### config.mk
export PLATFORM = sky130hd
export DESIGN_NAME = bp_be_stride_prefetch_gen
export DESIGN_NICKNAME = d
export VERILOG_FILES = /design/src/rtl/bp_be_stride_prefetch_gen.sv
export SDC_FILE = /design/constraint.sdc
export NUM_CORES = 1
export LEC_CHECK = 0
export CAP_MARGIN = 20
export CELL_PAD_IN_SITES_DETAIL_PLACEMENT = 0
export CELL_PAD_IN_SITES_GLOBAL_PLACEMENT = 1
export CORE_MARGIN = 3
export CORE_UTILIZATION = 39
export DETAILED_ROUTE_END_ITERATION = 7
export PLACE_DENSITY_LB_ADDON = 0.1
export SLEW_MARGIN = 15
export SYNTH_ARGS = -nofsm -noshare
export SYNTH_HDL_FRONTEND = slang
export SYNTH_SLANG_ARGS = --single-unit
### constraint.sdc
create_clock -name clk_i -period 3.45 [get_ports clk_i]
set_input_delay 0.69 -clock clk_i [delete_from_list [all_inputs] [get_ports clk_i]]
set_output_delay 0.69 -clock clk_i [all_outputs]
set_load 0.1 [all_outputs]
### src/rtl/bp_be_stride_prefetch_gen.sv
// Turns one loop descriptor into a stream of base+k*stride prefetches; first request the cycle after accept.
// Holds pf_v_o/pf_addr_o under back-pressure; flush cancels the in-flight request and clears the PC filter.
module bp_be_stride_prefetch_gen #(
  parameter int vaddr_width_p       = 39,
  parameter int eff_addr_width_p    = vaddr_width_p,
  parameter int stride_width_p      = 8,
  parameter int output_range_p      = 8,
  parameter int max_prefetch_p      = 16,
  parameter int page_offset_width_p = 12
) (
  input  logic                        clk_i,
  input  logic                        reset_n_i,
  input  logic                        v_i,
  input  logic [output_range_p-1:0]   count_i,
  input  logic [vaddr_width_p-1:0]    pc_i,
  input  logic [eff_addr_width_p-1:0] eff_addr_i,
  input  logic [stride_width_p-1:0]   stride_i,
  output logic                        yumi_o,
  output logic                        pf_v_o,
  output logic [eff_addr_width_p-1:0] pf_addr_o,
  input  logic                        pf_ready_i,
  input  logic                        flush_i,
  output logic                        busy_o,
  output logic [15:0]                 issued_o
);

  localparam int pg_w = eff_addr_width_p - page_offset_width_p;

  typedef enum logic {e_idle, e_issue} state_e;
  state_e state_r, state_n;

  logic [eff_addr_width_p-1:0] stride_sext, stride_r, addr_r, addr_nxt;
  logic [pg_w-1:0]             base_pg_r;
  logic [output_range_p-1:0]   rem_r, rem_cap;
  logic [vaddr_width_p-1:0]    last_pc_r;
  logic                        last_v_r;
  logic [15:0]                 issued_r;
  logic                        drop, hs, page_ok, nxt_page_ok;

  assign stride_sext = {{(eff_addr_width_p-stride_width_p){stride_i[stride_width_p-1]}}, stride_i};
  assign addr_nxt    = addr_r + stride_r;
  assign page_ok     = (addr_r[eff_addr_width_p-1:page_offset_width_p] == base_pg_r);
  assign nxt_page_ok = (addr_nxt[eff_addr_width_p-1:page_offset_width_p] == base_pg_r);

  always_comb begin
    rem_cap = count_i;
    if (32'(count_i) > 32'(max_prefetch_p))
      rem_cap = output_range_p'(max_prefetch_p);
  end

  assign drop = (rem_cap == '0) | (stride_i == '0) | (last_v_r & (pc_i == last_pc_r));

  always_ff @(posedge clk_i or negedge reset_n_i) begin
    if (!reset_n_i) state_r <= e_idle;
    else            state_r <= state_n;
  end

  always_comb begin
    state_n = state_r;
    yumi_o  = 1'b0;
    pf_v_o  = 1'b0;
    hs      = 1'b0;
    if (flush_i) begin
      state_n = e_idle;
    end else begin
      case (state_r)
        e_idle: begin
          yumi_o = v_i;
          if (v_i && !drop) state_n = e_issue;
        end
        e_issue: begin
          // An address already outside the base page is never presented.
          pf_v_o = page_ok;
          hs     = page_ok & pf_ready_i;
          if (!page_ok)
            state_n = e_idle;
          else if (hs && ((rem_r == output_range_p'(1)) || !nxt_page_ok))
            state_n = e_idle;
        end
        default: state_n = e_idle;
      endcase
    end
  end

  always_ff @(posedge clk_i or negedge reset_n_i) begin
    if (!reset_n_i) begin
      base_pg_r <= '0;
      stride_r  <= '0;
      rem_r     <= '0;
      addr_r    <= '0;
      last_pc_r <= '0;
      last_v_r  <= 1'b0;
      issued_r  <= '0;
    end else begin
      if (yumi_o) begin
        base_pg_r <= eff_addr_i[eff_addr_width_p-1:page_offset_width_p];
        stride_r  <= stride_sext;
        rem_r     <= rem_cap;
        addr_r    <= eff_addr_i + stride_sext;
      end else if (hs) begin
        rem_r  <= rem_r - output_range_p'(1);
        addr_r <= addr_nxt;
      end
      if (hs && (issued_r != 16'hFFFF))
        issued_r <= issued_r + 16'd1;
      if (flush_i) begin
        last_v_r <= 1'b0;
      end else if (yumi_o && !drop) begin
        last_v_r  <= 1'b1;
        last_pc_r <= pc_i;
      end
    end
  end

  assign busy_o    = (state_r == e_issue);
  assign pf_addr_o = busy_o ? addr_r : '0;
  assign issued_o  = issued_r;

endmodule

Word level (Yosys, flattened, before mapping)
Cells that the tools add are included.
{ "op_classes": {"n_bitwise": 6, "n_addsub": 4, "muxes": 19, "eq_ne": 5, "reduce_logical": 12, "magnitude_cmp": 1} }
{ "op_table": {"columns": ["op", "count"], "rows": [
  ["39-bit 2-to-1 mux", 3],
  ["39-bit adder", 2],
  ["27-bit equality test", 2],
  ["39-bit equality test", 1],
  ["8-bit 2-to-1 mux", 3],
  ["16-bit by 1-bit adder with 16-bit output (second input constant)", 1],
  ["8-bit zero test", 2],
  ["16-bit != test (second input constant)", 1],
  ["1-bit 2-to-1 mux", 12],
  ["8-bit by 1-bit equality test with 1-bit output (second input constant)", 1],
  ["8-bit by 5-bit greater-than comparator with 1-bit output (second input constant)", 1],
  ["8-bit by 1-bit subtractor with 8-bit output (second input constant)", 1],
  ["1-bit logical AND", 4],
  ["2-bit nonzero test", 2],
  ["1-bit AND", 2],
  ["1-bit zero test", 2],
  ["1-bit inverter", 2],
  ["1-bit OR", 2],
  ["1-bit one-hot mux with 2 select lines", 1],
  ["2-bit AND reduction", 1],
  ["1-bit logical OR", 1]
]} }
{ "word_totals": {"out_inout_bits": 58, "ff_bits": 139, "elab_cells": 55} }

Logic depth before layout (Yosys ltp)
{ "logic_depth": {"depth_word": 10, "mapped_depth": 14, "mapped_depth_nobuf": 14} }

Worst setup path after synthesis
OpenSTA, ideal clock, no wires.
{ "synth_path": {"kind": "reg2reg", "start": "reg state_r, in the netlist busy_o", "end": "reg state_r, in the netlist busy_o", "t_required_ps": 3369, "synth_period_minus_slack_ps": 4642, "t_arrival_ps": 4561, "stages_incl_launch_ff": 12, "setup_slack_ps": -1192, "cell_sequence": "dfrtp_1 nand2b_1 nor4_1 nand4_1 nor4_2 o2111ai_1 a2111o_1 nor4_1 nand4_1 nor4_2 nand4_1 o21ai_1"} }
{ "synth_between": {"elab_chain_len": 3} }
{ "synth_lines": {"columns": ["item", "line_no", "rtl"], "rows": [
  ["start: declaration", "30", "state_e state_r, state_n;"],
  ["start signal: assignment", "54", "if (!reset_n_i) state_r <= e_idle;"],
  ["start signal: assignment", "55", "else state_r <= state_n;"],
  ["1-bit inverter", null, null],
  ["1-bit one-hot mux with 2 select lines (*)", "66", "case (state_r)"],
  ["1-bit 2-to-1 mux (*)", "63", "if (flush_i) begin"],
  ["named net state_n", "30", null]
]} }
Mark *: on every way through the listed nets, which the timed path passes. The rest lies on a longest branch.
A chain may end at the register's enable or synchronous reset.

Final worst setup path
{ "layout_path": {"start": "reg stride_r[7] (netlist name)", "end": "reg state_r, in the netlist busy_o"} }
{ "layout_between": {"elab_chain_len": 9} }
{ "layout_lines": {"columns": ["item", "line_no", "rtl"], "rows": [
  ["39-bit adder", "41", "assign addr_nxt = addr_r + stride_r;"],
  ["27-bit equality test", "43", "assign nxt_page_ok = (addr_nxt[eff_addr_width_p-1:page_offset_width_p] == base_pg_r);"],
  ["1-bit zero test", "77", "else if (hs && ((rem_r == output_range_p'(1)) || !nxt_page_ok))"],
  ["1-bit logical OR", "77", null],
  ["1-bit logical AND", "77", null],
  ["1-bit 2-to-1 mux", "77", null],
  ["1-bit 2-to-1 mux", "75", "if (!page_ok)"],
  ["1-bit one-hot mux with 2 select lines", "66", null],
  ["1-bit 2-to-1 mux", "63", null],
  ["named net state_n", "30", null]
]} }
The timed path passes the listed nets, and every way through them passes these cells.

==> results_dict.tcl <==
set metrics [dict create \
    status "finished clean" \
    vias 12300 \
    grt_pass1_vias 12100 \
    nets 2067 \
    cts_buffers 17 \
    syn_avg_cell_area_sq_um 8.36 \
    ff2ff_setup_slack_ns 0.03 \
    cts_tree "yes" \
    crit_type "flop to flop" \
    diodes 0 \
    finalWeightedCongestion 0.977 \
    ctsRootBufferMaster "clkbuf_16" \
    final-setup-viol-count 0 \
    vdd_ir_drop_max_mv 0.351 \
    multi_input_area_sq_um 8710 \
    io_pins 157 \
    most-common-layout-cells "374 x buf_4, 214 x nand2_1, 137 x dfrtp_1" \
    leakage_nw 8.06 \
    rsz0062_at_grt "yes" \
    cp-end-kind "flop" \
    rows 63 \
    worstPathArrival_ns 3.78 \
    clockBufferDepth 2 \
    final_cell_area_sq_um 17600 \
    synth-edff-count 0 \
    post_dp_cell_area_sq_um 16200 \
    hold_viol 0 \
    async_reset_ff_share_pct 100 \
    fin_worst_skew_ns 0.0156 \
    drv_cap 0 \
    vias_per_cell 5.37 \
    crit_path_start_kind "flop" \
    drt_iter0_markers 807 \
    dp_hpwl_mm 33.6 \
    critPathRequiredTime_ns 3.81 \
    clk_pin_slew_ns 0.07 \
    chipWidth_um 181 \
    syn_nets 1616 \
    fmax_mhz 292 \
    worst_slew_pin_slew_ns 0.963 \
    area_delta_synth_final_pct 46.3 \
    insertion_delay_ns 0.44 \
    pre_cts_slack_ns -0.474 \
    instances_no_fill 2290 \
    fillerInstances 2695 \
    grtUsageTotal_pct 25.1 \
    cts_sinks 139 \
    dieHeight_um 181 \
    power.density_nw_per_um2 585 \
    grt_antenna_before_repair 1 \
    io_buffer_count 156 \
    die_area_sq_um 32900 \
    drive_gt1_share_pct 31.0 \
    core_area_sq_um 30000 \
    slew_headroom_pct 35.6 \
    critPathLaunch "stride_r[7]" \
    holdCritPathClass "input pin to asynchronous set/reset pin" \
    reg2reg_from "stride_r[7]" \
    tns_ns 0 \
    ys_ff_latch 139 \
    grt_start_max_net_pins 74 \
    cp_max_fo 13 \
    synth_area_sq_um 12000 \
    fin_crit_ns 3.42 \
    synth-seq-area-share_pct 29.0 \
    initial_core_util_pct 40.1 \
    grt_remaining_overflow 0 \
    drc_errors 0 \
    finalPower_mw 10.3 \
    synth-main-ff-cell "dfrtp_1" \
    ys_warn_count 0 \
    netlist-cell-type-count 80 \
    firstDrtPassIters 6 \
    drt-total-wl_mm 42.5 \
    routedWlPerCell_um 18.6 \
    seq_area_sq_um 3480 \
    fin_crit_sh_pct 99.2 \
    grt_pass1_wl_mm 66.3 \
    final_common_cell "buf_4" \
    htreeDepth 4 \
    syn_inst 1436 \
    fin_ws_ns 0.0291 \
    place_inst 2247 \
    ant_nets 0 \
    maxSlewViolCount 0 \
]
## power breakdown
part	switching, mW	total, mW	internal, mW
Sequential	0.277	2.16	1.88
Combinational	3.20	6.13	2.93
Clock	0.866	1.98	1.12
Total	4.35	10.3	5.93
## metal layers
layer  GRT usage [%]  vias up  share of wire (%)
met5               0        -                  0
met4            5.58        0                1.8
met3            3.77       37                5.7
met2            38.5      366                 44
met1            37.4     5832                 49
li1                -     6057                  -
## logic make-up after synthesis
logic type,Yosys count,share of synthesized area [%]
AO/OA/AOI/OAI,358,19.2
XOR/XNOR,173,12.7
adder cells (fa/ha/maj),81,8.57
buffers and inverters,98,3.66
flip-flops,139,29.0
multiplexers,60,5.50
AND/OR/NAND/NOR,527,21.4
## stage by stage
stage,util (%),hold WS (ns)
2_1_floorplan,-,0.394
3_3_place_gp,54.2,0.473
3_5_place_dp,54.2,0.475
4_1_cts,56.7,0.319
5_1_grt,58.7,0.337
6_report,58.7,0.295
## area by class of cell
class	instances	area share, %
inverter	36	0.769
multi-input combinational	1199	49.6
clock inverter	14	0.990
sequential	139	19.8
tap	390	2.78
timing repair buffer	494	23.6
clock buffer	18	2.50
## flip-flops by register name, indices dropped and copies added (netlist names)
| register | cells |
|---|---|
| rem_r | 8 |
| stride_r | 8 |
| base_pg_r | 27 |
| last_v_r | 1 |
| issued_o | 16 |
| busy_o | 1 |
| addr_r | 39 |
| last_pc_r | 39 |
## critical path, cell delays in order, from the launching register on
cell and delay [ns]:
dfrtp_2 0.48, buf_12 0.18, ha_2 0.32, buf_4 0.16, nand2_1 0.08, nor2_1 0.06
a211oi_2 0.27, or3b_4 0.44, o21ai_2 0.17, o21ai_1 0.09, xor2_1 0.28, xor2_1 0.11
nor4_1 0.29, buf_4 0.16, nand4_1 0.08, o21ai_1 0.15
## synth_stat cells, types with 15 or more instances
cell | count | area [sq um]
mux2i_1 | 15 | 150
nor4_1 | 25 | 156
xor2_1 | 83 | 727
clkbuf_1 | 37 | 139
xnor2_1 | 89 | 780
a31oi_1 | 15 | 93.8
a21oi_1 | 107 | 536
nand3_1 | 29 | 145
dfrtp_1 | 139 | 3480
nand2_1 | 217 | 815
a21o_1 | 36 | 270
mux2_2 | 44 | 495
nand4_1 | 29 | 181
nor3_1 | 23 | 115
ha_1 | 79 | 988
o21ai_0 | 66 | 330
and2_1 | 43 | 269
nor2_1 | 82 | 308
a211oi_1 | 27 | 203
inv_1 | 35 | 131
## worst paths after layout
kind	endpoint	cells past startpoint
hold / removal	last_pc_r[32]	1
min in group clk_i	stride_r[3]	2
setup / recovery	busy_o	15
hold reg to reg	stride_r[3]	2
setup reg to reg	busy_o	15
max in group asynchronous	addr_r[23]	2
## what timing repair did
| action | in CTS | in global routing |
|---|---|---|
| pin swaps | 3 | 34 |
| setup endpoints to repair | 4 | 20 |
| hold endpoints to repair | 0 | 0 |
| buffers inserted | 2 | 8 |
| cloned | 0 | 1 |
| hold buffers | 0 | 0 |
| gates resized for setup | 24 | 103 |
Power figures use the tool's default switching activity.
